`src/rtl/missile_pool_if.sv`:
```
// Signal bundle between the game datapath and the missile pool.
// The datapath drives the master side; the pool drives the slave side.
interface missile_pool_if #(
  parameter int N_MISSILES = 8,
  parameter int COORD_W    = 12
);
  logic [COORD_W-1:0]            pixel_row;
  logic [COORD_W-1:0]            pixel_column;
  logic [COORD_W-1:0]            player_row;
  logic [COORD_W-1:0]            player_column;
  logic                          fire;
  logic [N_MISSILES-1:0]         kill;
  logic [N_MISSILES-1:0]         live;
  logic [N_MISSILES*COORD_W-1:0] mis_row_flat;
  logic [N_MISSILES*COORD_W-1:0] mis_col_flat;
  logic [N_MISSILES-1:0]         missile_active;
  logic [3:0]                    missile_output;
  logic                          fire_accepted;
  logic                          fire_dropped;

  modport master (
    output pixel_row, pixel_column, player_row, player_column, fire, kill,
    input  live, mis_row_flat, mis_col_flat, missile_active, missile_output,
           fire_accepted, fire_dropped
  );

  modport slave (
    input  pixel_row, pixel_column, player_row, player_column, fire, kill,
    output live, mis_row_flat, mis_col_flat, missile_active, missile_output,
           fire_accepted, fire_dropped
  );
endinterface

```
`src/rtl/missile_pool.sv`:
```
// Pool of player missiles: launches on fire edges into the lowest free slot,
// moves live missiles upward on a divided tick and retires them at the top or on kill.
module missile_pool #(
  parameter int N_MISSILES     = 8,
  parameter int COORD_W        = 12,
  parameter int TICK_DIV       = 250000,
  parameter int STEP           = 2,
  parameter int COOLDOWN_TICKS = 0,
  parameter int X_OFF          = 15,
  parameter int MIS_W          = 2,
  parameter int MIS_H          = 4
) (
  input  logic          clk,
  input  logic          rst,
  missile_pool_if.slave bus
);
  localparam int CNT_W = (TICK_DIV > 1) ? $clog2(TICK_DIV) : 1;
  localparam int CD_W  = $clog2(COOLDOWN_TICKS + 2);

  localparam logic [CNT_W-1:0]   CNT_MAX = CNT_W'(TICK_DIV - 1);
  localparam logic [CD_W-1:0]    CD_LOAD = CD_W'(COOLDOWN_TICKS);
  localparam logic [COORD_W-1:0] STEP_C  = COORD_W'(STEP);
  localparam logic [COORD_W-1:0] X_OFF_C = COORD_W'(X_OFF);
  localparam logic [COORD_W:0]   MIS_W_C = (COORD_W+1)'(MIS_W);
  localparam logic [COORD_W:0]   MIS_H_C = (COORD_W+1)'(MIS_H);

  logic                  r_fireD;
  logic [CNT_W-1:0]      r_tickCnt;
  logic [CD_W-1:0]       r_cool;
  logic [N_MISSILES-1:0] r_live;
  logic [COORD_W-1:0]    r_row [N_MISSILES];
  logic [COORD_W-1:0]    r_col [N_MISSILES];
  logic                  r_fireAcc;
  logic                  r_fireDrop;

  logic                  w_tick;
  logic                  w_fireReq;
  logic                  w_launch;
  logic                  w_drop;
  logic [N_MISSILES-1:0] w_freeMask;
  logic [N_MISSILES-1:0] w_liveNext;
  logic [N_MISSILES-1:0] w_hit;
  logic [COORD_W-1:0]    w_muzzleCol;
  logic [COORD_W-1:0]    w_rowNext [N_MISSILES];
  logic [COORD_W-1:0]    w_colNext [N_MISSILES];

  assign w_tick      = (r_tickCnt == CNT_MAX);
  assign w_fireReq   = bus.fire & ~r_fireD;
  // Lowest clear bit of live as a one-hot mask; all zero when the pool is full.
  assign w_freeMask  = ~r_live & (r_live + N_MISSILES'(1));
  assign w_launch    = w_fireReq && (r_cool == '0) && (r_live != '1);
  assign w_drop      = w_fireReq && !w_launch;
  assign w_muzzleCol = bus.player_column + X_OFF_C;

  always_ff @(posedge clk or negedge rst) begin
    if (!rst) begin
      r_fireD    <= 1'b1;
      r_tickCnt  <= '0;
      r_cool     <= '0;
      r_fireAcc  <= 1'b0;
      r_fireDrop <= 1'b0;
    end else begin
      r_fireD    <= bus.fire;
      r_tickCnt  <= w_tick ? '0 : r_tickCnt + CNT_W'(1);
      r_fireAcc  <= w_launch;
      r_fireDrop <= w_drop;
      if (w_launch)
        r_cool <= CD_LOAD;
      else if (w_tick && (r_cool != '0))
        r_cool <= r_cool - CD_W'(1);
    end
  end

  // A launch only targets a slot that was dead at the start of the cycle,
  // so it never competes with kill, retirement or motion on the same slot.
  always_comb begin
    w_liveNext = r_live;
    w_rowNext  = r_row;
    w_colNext  = r_col;
    for (int i = 0; i < N_MISSILES; i++) begin
      if (bus.kill[i] && r_live[i]) begin
        w_liveNext[i] = 1'b0;
      end else if (w_tick && r_live[i] && (r_row[i] < STEP_C)) begin
        w_liveNext[i] = 1'b0;
      end else if (w_tick && r_live[i]) begin
        w_rowNext[i] = r_row[i] - STEP_C;
      end else if (w_launch && w_freeMask[i]) begin
        w_liveNext[i] = 1'b1;
        w_rowNext[i]  = bus.player_row;
        w_colNext[i]  = w_muzzleCol;
      end
    end
  end

  always_ff @(posedge clk or negedge rst) begin
    if (!rst) begin
      r_live <= '0;
      for (int i = 0; i < N_MISSILES; i++) begin
        r_row[i] <= '0;
        r_col[i] <= '0;
      end
    end else begin
      r_live <= w_liveNext;
      for (int i = 0; i < N_MISSILES; i++) begin
        r_row[i] <= w_rowNext[i];
        r_col[i] <= w_colNext[i];
      end
    end
  end

  // Bounds are widened by one bit so row/col + sprite size cannot wrap near the edge.
  always_comb begin
    w_hit = '0;
    for (int i = 0; i < N_MISSILES; i++) begin
      w_hit[i] = r_live[i]
        && ({1'b0, bus.pixel_row}    >= {1'b0, r_row[i]})
        && ({1'b0, bus.pixel_row}    <  ({1'b0, r_row[i]} + MIS_H_C))
        && ({1'b0, bus.pixel_column} >= {1'b0, r_col[i]})
        && ({1'b0, bus.pixel_column} <  ({1'b0, r_col[i]} + MIS_W_C));
    end
  end

  always_comb begin
    bus.mis_row_flat = '0;
    bus.mis_col_flat = '0;
    for (int i = 0; i < N_MISSILES; i++) begin
      bus.mis_row_flat[i*COORD_W +: COORD_W] = r_row[i];
      bus.mis_col_flat[i*COORD_W +: COORD_W] = r_col[i];
    end
  end

  assign bus.live           = r_live;
  assign bus.missile_active = w_hit;
  assign bus.missile_output = (|w_hit) ? 4'hF : 4'h0;
  assign bus.fire_accepted  = r_fireAcc;
  assign bus.fire_dropped   = r_fireDrop;

endmodule

```
`src/flat_wrapper.sv`:
```
// flat-port wrapper written by rule: the top's interface ports become plain ports
module missile_pool_flat 
#(
  parameter int N_MISSILES     = 8,
  parameter int COORD_W        = 12,
  parameter int TICK_DIV       = 250000,
  parameter int STEP           = 2,
  parameter int COOLDOWN_TICKS = 0,
  parameter int X_OFF          = 15,
  parameter int MIS_W          = 2,
  parameter int MIS_H          = 4
)
  (clk, rst, bus_pixel_row, bus_pixel_column, bus_player_row, bus_player_column, bus_fire, bus_kill, bus_live, bus_mis_row_flat, bus_mis_col_flat, bus_missile_active, bus_missile_output, bus_fire_accepted, bus_fire_dropped);
  missile_pool_if #(.N_MISSILES(N_MISSILES), .COORD_W(COORD_W)) bus_i ();
  input  logic clk;
  input  logic rst;
  input wire logic [$bits(bus_i.pixel_row)-1:0] bus_pixel_row;
  input wire logic [$bits(bus_i.pixel_column)-1:0] bus_pixel_column;
  input wire logic [$bits(bus_i.player_row)-1:0] bus_player_row;
  input wire logic [$bits(bus_i.player_column)-1:0] bus_player_column;
  input wire logic [$bits(bus_i.fire)-1:0] bus_fire;
  input wire logic [$bits(bus_i.kill)-1:0] bus_kill;
  output wire logic [$bits(bus_i.live)-1:0] bus_live;
  output wire logic [$bits(bus_i.mis_row_flat)-1:0] bus_mis_row_flat;
  output wire logic [$bits(bus_i.mis_col_flat)-1:0] bus_mis_col_flat;
  output wire logic [$bits(bus_i.missile_active)-1:0] bus_missile_active;
  output wire logic [$bits(bus_i.missile_output)-1:0] bus_missile_output;
  output wire logic [$bits(bus_i.fire_accepted)-1:0] bus_fire_accepted;
  output wire logic [$bits(bus_i.fire_dropped)-1:0] bus_fire_dropped;
  assign bus_i.pixel_row = bus_pixel_row;
  assign bus_i.pixel_column = bus_pixel_column;
  assign bus_i.player_row = bus_player_row;
  assign bus_i.player_column = bus_player_column;
  assign bus_i.fire = bus_fire;
  assign bus_i.kill = bus_kill;
  assign bus_live = bus_i.live;
  assign bus_mis_row_flat = bus_i.mis_row_flat;
  assign bus_mis_col_flat = bus_i.mis_col_flat;
  assign bus_missile_active = bus_i.missile_active;
  assign bus_missile_output = bus_i.missile_output;
  assign bus_fire_accepted = bus_i.fire_accepted;
  assign bus_fire_dropped = bus_i.fire_dropped;
  missile_pool #(.N_MISSILES(N_MISSILES), .COORD_W(COORD_W), .TICK_DIV(TICK_DIV), .STEP(STEP), .COOLDOWN_TICKS(COOLDOWN_TICKS), .X_OFF(X_OFF), .MIS_W(MIS_W), .MIS_H(MIS_H)) u_core (.clk(clk), .rst(rst), .bus(bus_i));
endmodule
```
`config.mk`:
```
export PLATFORM = sky130hd
export DESIGN_NAME = missile_pool_flat
export DESIGN_NICKNAME = d
export VERILOG_FILES = /design/src/rtl/missile_pool_if.sv /design/src/rtl/missile_pool.sv /design/src/flat_wrapper.sv
export SDC_FILE = /design/constraint.sdc
export NUM_CORES = 1
export LEC_CHECK = 0
export ABC_AREA = 1
export ABC_CLOCK_PERIOD_IN_PS = 4600
export CAP_MARGIN = 20
export CORE_MARGIN = 1
export CORE_UTILIZATION = 45
export DETAILED_ROUTE_END_ITERATION = 6
export GPL_TIMING_DRIVEN = 0
export HOLD_SLACK_MARGIN = 0.1
export PLACE_DENSITY = 0.78
export SYNTH_ARGS = -nofsm -noshare
export SYNTH_HDL_FRONTEND = slang
export SYNTH_SLANG_ARGS = --single-unit
```
`constraint.sdc`:
```
create_clock -name clk -period 4.6 [get_ports clk]
set_input_delay 1.38 -clock clk [delete_from_list [all_inputs] [get_ports clk]]
set_output_delay 1.38 -clock clk [all_outputs]
set_load 0.01 [all_outputs]
```
==> impl_metrics.env, run 1 <==
export IMPL_hold_path_startpoint="u_core.r_tickCnt[0]"
export IMPL_placed_area_mm2=0.0270
export IMPL_dpl_hpwl_um=58900
export IMPL_p_seq_share_pct=27.6
export IMPL_cts_hold_fix_buffers=0
export IMPL_start_util_pct=45.5
export IMPL_drcViolationCount=0
export IMPL_clkTransAtPathRegs_ns=0.06
export IMPL_synth_sequential_area_ratio_pct=23.8
export IMPL_failing_checks="setup timing"
export IMPL_total_grt_overflow=0
export IMPL_drtPass1Iterations=5
export IMPL_global_route_wire_length_before_repair_um=124000
export IMPL_max_slew_margin_rel_pct=38.3
export IMPL_worstHoldPathType="flip-flop to flip-flop"
export IMPL_power_combinational_fraction_pct=51.2
export IMPL_critical_path_startpoint="bus_pixel_row[11]"
export IMPL_achievable_frequency_mhz=211
export IMPL_antenna_nets_post_route=0
export IMPL_cts_sinks=222
export IMPL_core_area_mm2=0.0512
export IMPL_crit_path_max_fanout=16
export IMPL_final_net_count=4213
export IMPL_switching_power_of_the_nets_w=0.00488
export IMPL_wl_um=81800
export IMPL_worst_setup_start_kind="input pin"
export IMPL_cell_int_power_w=0.00635
export IMPL_tritoncts="yes"
export IMPL_syn_inst=3341
export IMPL_mostFrequentLayoutCells="sky130_fd_sc_hd__nand2_1, sky130_fd_sc_hd__inv_1, sky130_fd_sc_hd__ha_1, sky130_fd_sc_hd__clkdlybuf4s50_1, sky130_fd_sc_hd__o21ai_0"
export IMPL_main_synth_ff_type="sky130_fd_sc_hd__dfrtp_1"
export IMPL_maximum_ir_drop_on_the_vdd_rail_v=0.000388
export IMPL_detailedPlace_worstSlack_ns=-1.89
export IMPL_async_reset_ff_share_pct=100
export IMPL_num_antenna_cells=0
export IMPL_drt_vias_per_instance=5.41
export IMPL_syn_cell_area_mm2=0.0233
export IMPL_ios=273
export IMPL_power_per_cell_area_mw_per_mm2=379
export IMPL_portBuffers=268
export IMPL_synthToLayoutAreaGrowth_pct=27.2
export IMPL_syn_avg_cell_area_um2=6.98
export IMPL_report_final_setup_viol=5
export IMPL_layout_min_cycle_time_ns=4.74
export IMPL_crit_arrival_ns=3.36
export IMPL_clk_path_buf_depth=3
export IMPL_ys_warn_count=0
export IMPL_run_status="complete, but fails checks"
export IMPL_post_synth_num_cell_types=53
export IMPL_finish_cell_count_without_fillers=4453
export IMPL_cts_htree_levels=1
export IMPL_timing_final_crit_share_pct=103
export IMPL_setup_ws_ns=-0.137
export IMPL_synth_largest_area_cell="sky130_fd_sc_hd__dfrtp_1"
export IMPL_number_of_global_route_vias_before_repair=22300
export IMPL_place_inst=4296
export IMPL_cts_inserted_buffers=28
export IMPL_clock_skew_final_ns=0.00796
export IMPL_count_of_standard_cell_rows=83
export IMPL_hold_violations=0
export IMPL_setup_worst_path_class="input pin to output pin"
export IMPL_power_share_clock_pct=21.2
export IMPL_final_cell_area_mm2=0.0297
export IMPL_routabilityCongestion=0.947
export IMPL_worst_slew_pin_transition_ns=0.918
export IMPL_total_die_area_mm2=0.0527
export IMPL_mostFrequentLayoutCell="sky130_fd_sc_hd__nand2_1"
export IMPL_clockRootBuffer="sky130_fd_sc_hd__clkbuf_16"
export IMPL_timing_hold_ws_ns=0.464
export IMPL_final_layout_size_suffix_gt1_share_pct=13.1
export IMPL_antenna_found_initial=0
export IMPL_rsz0062_at_grt="yes"
export IMPL_p_leak_nw=14.8
export IMPL_y_dimension_of_the_die_um=230
export IMPL_swShare_pct=43.4
export IMPL_avgRoutedWirePerCell_um=18.4
export IMPL_total_number_of_vias=24100
export IMPL_postSynthRegisterBits=222
export IMPL_timing_critical_path_to_type="output pin"
export IMPL_count_of_max_cap_constraint_violations=0
export IMPL_grt_max_degree=107
export IMPL_post_syn_nets=3802
export IMPL_pins_over_their_slew_limit=0
export IMPL_detail_route_iter0_violations=2303
export IMPL_synth_enable_flop_cells=0
export IMPL_clock_insertion_delay_worst_skew_ns=0.58
export IMPL_synth_top_cells_by_area="sky130_fd_sc_hd__dfrtp_1, sky130_fd_sc_hd__ha_1, sky130_fd_sc_hd__nand2_1, sky130_fd_sc_hd__inv_1, sky130_fd_sc_hd__xor2_1"
export IMPL_post_synth_top_area_fraction_pct=23.7
export IMPL_dieWidth_um=230
export IMPL_worstPathRequired_ns=3.22
export IMPL_grt_total_usage_pct=30.0
export IMPL_power_w=0.0112
export IMPL_worstReg2RegStart="u_core.r_cool"
## critical path, stage by stage
cell,delay [ns]
sky130_fd_sc_hd__buf_4,0.33
sky130_fd_sc_hd__ha_1,0.33
sky130_fd_sc_hd__a21oi_1,0.17
sky130_fd_sc_hd__o21a_1,0.15
sky130_fd_sc_hd__nand2_1,0.07
sky130_fd_sc_hd__nor2_2,0.21
sky130_fd_sc_hd__nor2_4,0.07
sky130_fd_sc_hd__nand3_4,0.12
sky130_fd_sc_hd__nand2_4,0.06
sky130_fd_sc_hd__nor2_4,0.12
sky130_fd_sc_hd__nand2_4,0.10
sky130_fd_sc_hd__buf_6,0.13
sky130_fd_sc_hd__buf_6,0.11
## cells by family (layout without fill, tap and decap cells)
group | Yosys count | after routing | synth area share, %
adders and majority gates | 402 | 402 | 21.6
xor gates and xnor gates | 192 | 192 | 7.21
buffers and inverters | 519 | 951 | 8.89
AOI/OAI and AO/OA | 459 | 459 | 10.5
DFF | 222 | 222 | 23.8
and+or+nand+nor | 1547 | 1547 | 28.0
## routing by layer
metal  part of all wire, %  wire length [um]  vias to the layer above  track usage [%]
met3                   9.3              7620                      218             5.45
met5                     0                 0                        -                0
met2                    45             36900                     1086             48.1
li1                      -                 -                    11700                -
met4                   4.7              3860                        0             14.1
met1                    41             33400                    11100             39.0
## cells in the mapped netlist, types with 3 or more instances
cell type and instances:
sky130_fd_sc_hd__a31oi_1 3, sky130_fd_sc_hd__o21ai_0 239, sky130_fd_sc_hd__o21ai_2 6, sky130_fd_sc_hd__buf_6 7, sky130_fd_sc_hd__a21oi_1 138, sky130_fd_sc_hd__nand2_2 4, sky130_fd_sc_hd__ha_1 402, sky130_fd_sc_hd__inv_1 440
sky130_fd_sc_hd__nand3_1 164, sky130_fd_sc_hd__nor2_1 260, sky130_fd_sc_hd__clkinv_1 10, sky130_fd_sc_hd__xnor2_1 25, sky130_fd_sc_hd__dfrtp_1 221, sky130_fd_sc_hd__nor2_4 7, sky130_fd_sc_hd__inv_2 4, sky130_fd_sc_hd__buf_4 10
sky130_fd_sc_hd__nand2_1 961, sky130_fd_sc_hd__clkbuf_2 6, sky130_fd_sc_hd__o21bai_1 3, sky130_fd_sc_hd__clkbuf_1 23, sky130_fd_sc_hd__xor2_1 167, sky130_fd_sc_hd__nor3_1 54, sky130_fd_sc_hd__o21a_1 11, sky130_fd_sc_hd__o31ai_1 10
sky130_fd_sc_hd__and2_1 7, sky130_fd_sc_hd__a21o_1 9, sky130_fd_sc_hd__nand4_1 59, sky130_fd_sc_hd__nand2_4 6, sky130_fd_sc_hd__a21boi_0 3, sky130_fd_sc_hd__o21ai_1 28, sky130_fd_sc_hd__or2_2 3, sky130_fd_sc_hd__and3_1 3
sky130_fd_sc_hd__buf_2 17, sky130_fd_sc_hd__nor4_1 3, sky130_fd_sc_hd__o211ai_1 3, sky130_fd_sc_hd__nand3b_1 4
## metrics by stage
stage	TNS [ns]	utilization, %
after CTS	-0.657	56.2
final	-0.516	57.9
after floorplan	0	-
after detailed placement	-18.58	52.7
after global placement	-1718.14	52.4
after global routing	-1.45	57.9
## final timing paths
path / to / slack (ns) / cells past startpoint
worst min register to register: u_core.r_tickCnt[0] / 0.46 / 1
worst max-delay path: bus_missile_output[2] / -0.14 / 13
max in group asynchronous: u_core.bus.mis_col_flat[49] / 2.59 / 3
worst min-delay path: u_core.r_tickCnt[0] / 0.46 / 1
min in group asynchronous: u_core.bus.mis_row_flat[26] / 0.62 / 1
worst max register to register: u_core.bus.mis_col_flat[91] / 1.95 / 7
## timing repair
action / CTS / global route
setup endpoints to repair: 12 / 12
gates resized for setup: 314 / 158
setup buffers: 62 / 54
pin swaps: 44 / 79
## registers in the layout (all words and copies together) (netlist names)
| signal | flops |
|---|---|
| u_core.bus.live | 8 |
| u_core.r_cool | 1 |
| u_core.bus.mis_col_flat | 96 |
| u_core.r_tickCnt | 18 |
| u_core.r_fireD | 1 |
| u_core.bus.mis_row_flat | 96 |
| u_core.bus.fire_accepted | 1 |
| u_core.bus.fire_dropped | 1 |
## power by group through the flow
stage	registers (W)	logic (W)	clock network, W
3_5_place_dp	0.00307	0.00517	0
3_3_place_gp	0.00307	0.00502	0
6_report	0.00310	0.00575	0.00239
4_1_cts	0.00304	0.00542	0.00240
2_1_floorplan	0.00302	0.00313	0
5_1_grt	0.00314	0.00644	0.00247
## final cells by class
class                      count  area, um^2
fill                        4647       21500
multi-input combinational   2600       16500
sequential                   222        5600
timing repair buffer         389        3680
inverter                     456        1730
tap                          680         851
clock buffer                  41         821
buffer                        55         322
clock inverter                10         153
No activity file was read; power rests on OpenSTA's default activity.
==> run 2, diff against run 1 <==
CORE_MARGIN = 2   (was 1)
==> run 2 against run 1 <==
Largest power group unchanged. Die area rose by 1.7%. Critical path type unchanged. The run ends with DRC, setup timing left. Non-clock buffer count up 2. Utilization rose by 0.37 points.
==> impl_metrics.env, run 2 (same netlist as run 1, synthesis figures left out) <==
export IMPL_p_seq_share_pct=27.0
export IMPL_cp_buffers_inverters=4
export IMPL_cell_int_power_w=0.00657
export IMPL_worstPathRequired_ns=3.22
export IMPL_critical_path_slowest_cell="sky130_fd_sc_hd__ha_1"
export IMPL_final_net_count=4217
export IMPL_synthToLayoutAreaGrowth_pct=28.3
export IMPL_timing_final_crit_share_pct=104
export IMPL_detail_route_iter0_violations=2199
export IMPL_worstHoldPathType="flip-flop to flip-flop"
export IMPL_mostFrequentLayoutCell="sky130_fd_sc_hd__nand2_1"
export IMPL_worstReg2RegStart="u_core.r_cool"
export IMPL_maximum_ir_drop_on_the_vdd_rail_v=0.000385
export IMPL_power_per_cell_area_mw_per_mm2=389
export IMPL_power_share_clock_pct=22.8
export IMPL_dieWidth_um=232
export IMPL_tritoncts="yes"
export IMPL_cp_top_family="simple AND/OR/NAND/NOR gates"
export IMPL_final_layout_size_suffix_gt1_share_pct=13.9
export IMPL_grt_total_usage_pct=29.8
export IMPL_rsz0062_at_grt="yes"
export IMPL_worstReg2RegEnd="u_core.bus.mis_col_flat[61]"
export IMPL_ios=273
export IMPL_total_die_area_mm2=0.0536
export IMPL_cpPeakStageDelay_ns=0.26
export IMPL_clk_path_buf_depth=3
export IMPL_routabilityCongestion=0.973
export IMPL_detailedPlace_worstSlack_ns=-1.94
export IMPL_global_route_wire_length_before_repair_um=124000
export IMPL_cp_cell_sequence="buf_4 > buf_8 > ha_1 > a21o_1 > o21ai_0 > nand2_1 > nor2_4 > nor2_1 > nand3_1 > nand2_2 > nor2_4 > nand2_4 > buf_6 > buf_6"
export IMPL_swShare_pct=43.5
export IMPL_setup_ws_ns=-0.163
export IMPL_cts_inserted_buffers=30
export IMPL_drtPass1Iterations=7
export IMPL_antenna_nets_post_route=0
export IMPL_switching_power_of_the_nets_w=0.00506
export IMPL_worst_r2r_cell_count=7
export IMPL_clock_insertion_delay_worst_skew_ns=0.60
export IMPL_p_leak_nw=14.8
export IMPL_core_area_mm2=0.0513
export IMPL_count_of_standard_cell_rows=83
export IMPL_count_of_max_cap_constraint_violations=0
export IMPL_start_util_pct=45.4
export IMPL_crit_path_max_fanout=9
export IMPL_total_number_of_vias=24200
export IMPL_power_combinational_fraction_pct=50.3
export IMPL_failing_checks="DRC, setup timing"
export IMPL_dpl_hpwl_um=60500
export IMPL_power_w=0.0116
export IMPL_final_cell_area_mm2=0.0299
export IMPL_setup_worst_path_class="input pin to output pin"
export IMPL_layout_min_cycle_time_ns=4.76
export IMPL_worst_r2r_setup_slack_ns=1.88
export IMPL_fin_setup_tns_ns=-0.758
export IMPL_worst_setup_start_kind="input pin"
export IMPL_clock_skew_final_ns=0.0178
export IMPL_y_dimension_of_the_die_um=232
export IMPL_drt_vias_per_instance=5.43
export IMPL_report_final_setup_viol=6
export IMPL_min_path_cells=1
export IMPL_number_of_global_route_vias_before_repair=22200
export IMPL_mostFrequentLayoutCells="sky130_fd_sc_hd__nand2_1, sky130_fd_sc_hd__inv_1, sky130_fd_sc_hd__ha_1, sky130_fd_sc_hd__clkdlybuf4s50_1, sky130_fd_sc_hd__o21ai_0"
export IMPL_clkTransAtPathRegs_ns=0.06
export IMPL_hold_violations=0
export IMPL_avgRoutedWirePerCell_um=18.6
export IMPL_hold_path_endpoint="u_core.r_tickCnt[0]"
export IMPL_hold_path_startpoint="u_core.r_tickCnt[0]"
export IMPL_placed_area_mm2=0.0271
export IMPL_cts_htree_levels=1
export IMPL_clockRootBuffer="sky130_fd_sc_hd__clkbuf_16"
export IMPL_crit_arrival_ns=3.38
export IMPL_timing_critical_path_to_type="output pin"
export IMPL_wl_um=82800
export IMPL_num_antenna_cells=0
export IMPL_grt_max_degree=104
export IMPL_portBuffers=268
export IMPL_fill_cells=4636
export IMPL_drcViolationCount=13
export IMPL_pins_over_their_slew_limit=0
export IMPL_cts_sinks=222
export IMPL_worst_slew_pin_transition_ns=1.02
export IMPL_antenna_found_initial=2
export IMPL_run_status="complete, but fails checks"
export IMPL_achievable_frequency_mhz=210
export IMPL_total_grt_overflow=0
export IMPL_max_slew_margin_rel_pct=31.9
==> run 2: power groups by stage <==
stage	Combinational (W)	Clock [W]	Sequential (W)
2_1_floorplan	0.00313	0	0.00302
3_3_place_gp	0.00504	0	0.00308
3_5_place_dp	0.00521	0	0.00308
4_1_cts	0.00550	0.00266	0.00307
5_1_grt	0.00655	0.00274	0.00317
6_report	0.00584	0.00265	0.00314
==> run 2: routing by layer <==
metal	up-vias	wire length, um	GRT usage (%)
li1	11700	-	-
met4	4	4500	14.3
met5	-	22	0
met2	1098	36800	48.0
met1	11200	33300	37.9
met3	265	8240	6.55
==> run 2: how the worst max path moves through the flow <==
stage                                startpoint                          end  slack [ns]  depth (start not counted)
finish                         bus_pixel_row[7]        bus_missile_output[0]       -0.16                         14
global route        u_core.bus.mis_col_flat[74]        bus_missile_output[0]       -0.29                         19
CTS                 u_core.bus.mis_col_flat[61]        bus_missile_output[0]       -0.13                         19
detailed placement         bus_pixel_column[10]        bus_missile_output[1]       -1.94                         13
global placement                            rst  u_core.bus.mis_row_flat[35]       -7.75                          1
floorplan                      bus_pixel_row[0]        bus_missile_output[1]        0.53                         15
==> run 2: stage by stage <==
step	cells	hold WS, ns	util, %
2_1_floorplan	3341	0.433	-
3_3_place_gp	4289	0.452	52.3
3_5_place_dp	4300	0.460	52.8
4_1_cts	4416	0.467	56.9
5_1_grt	4460	0.488	58.3
6_report	4460	0.463	58.3
==> run 2: area by class of cell <==
cell class                      instances  area [um^2]  area share (%)
Sequential cell                       222         5600            18.7
Tap cell                              680          851            2.84
Buffer                                 57          344            1.15
Multi-Input combinational cell       2600        16500            55.1
Timing Repair Buffer                  389         3780            12.6
Clock inverter                         23          318            1.06
Clock buffer                           33          783            2.62
Inverter                              456         1740            5.81
==> run 2: timing repair <==
action	CTS	global route
hold endpoints to repair	0	0
cloned	1	0
setup endpoints to repair	12	12
setup buffers	64	47
hold buffers	0	0
resized for setup	361	128
pin swaps	55	83
==> run 2: worst reg2reg max path, delay by kind of cell, from the launching register on <==
family	cells	cell delay, ns
AND/OR/NAND/NOR	3	1.26
flip-flops	1	0.41
AO/OA/AOI/OAI	1	0.09
buffers and inverters	3	0.82
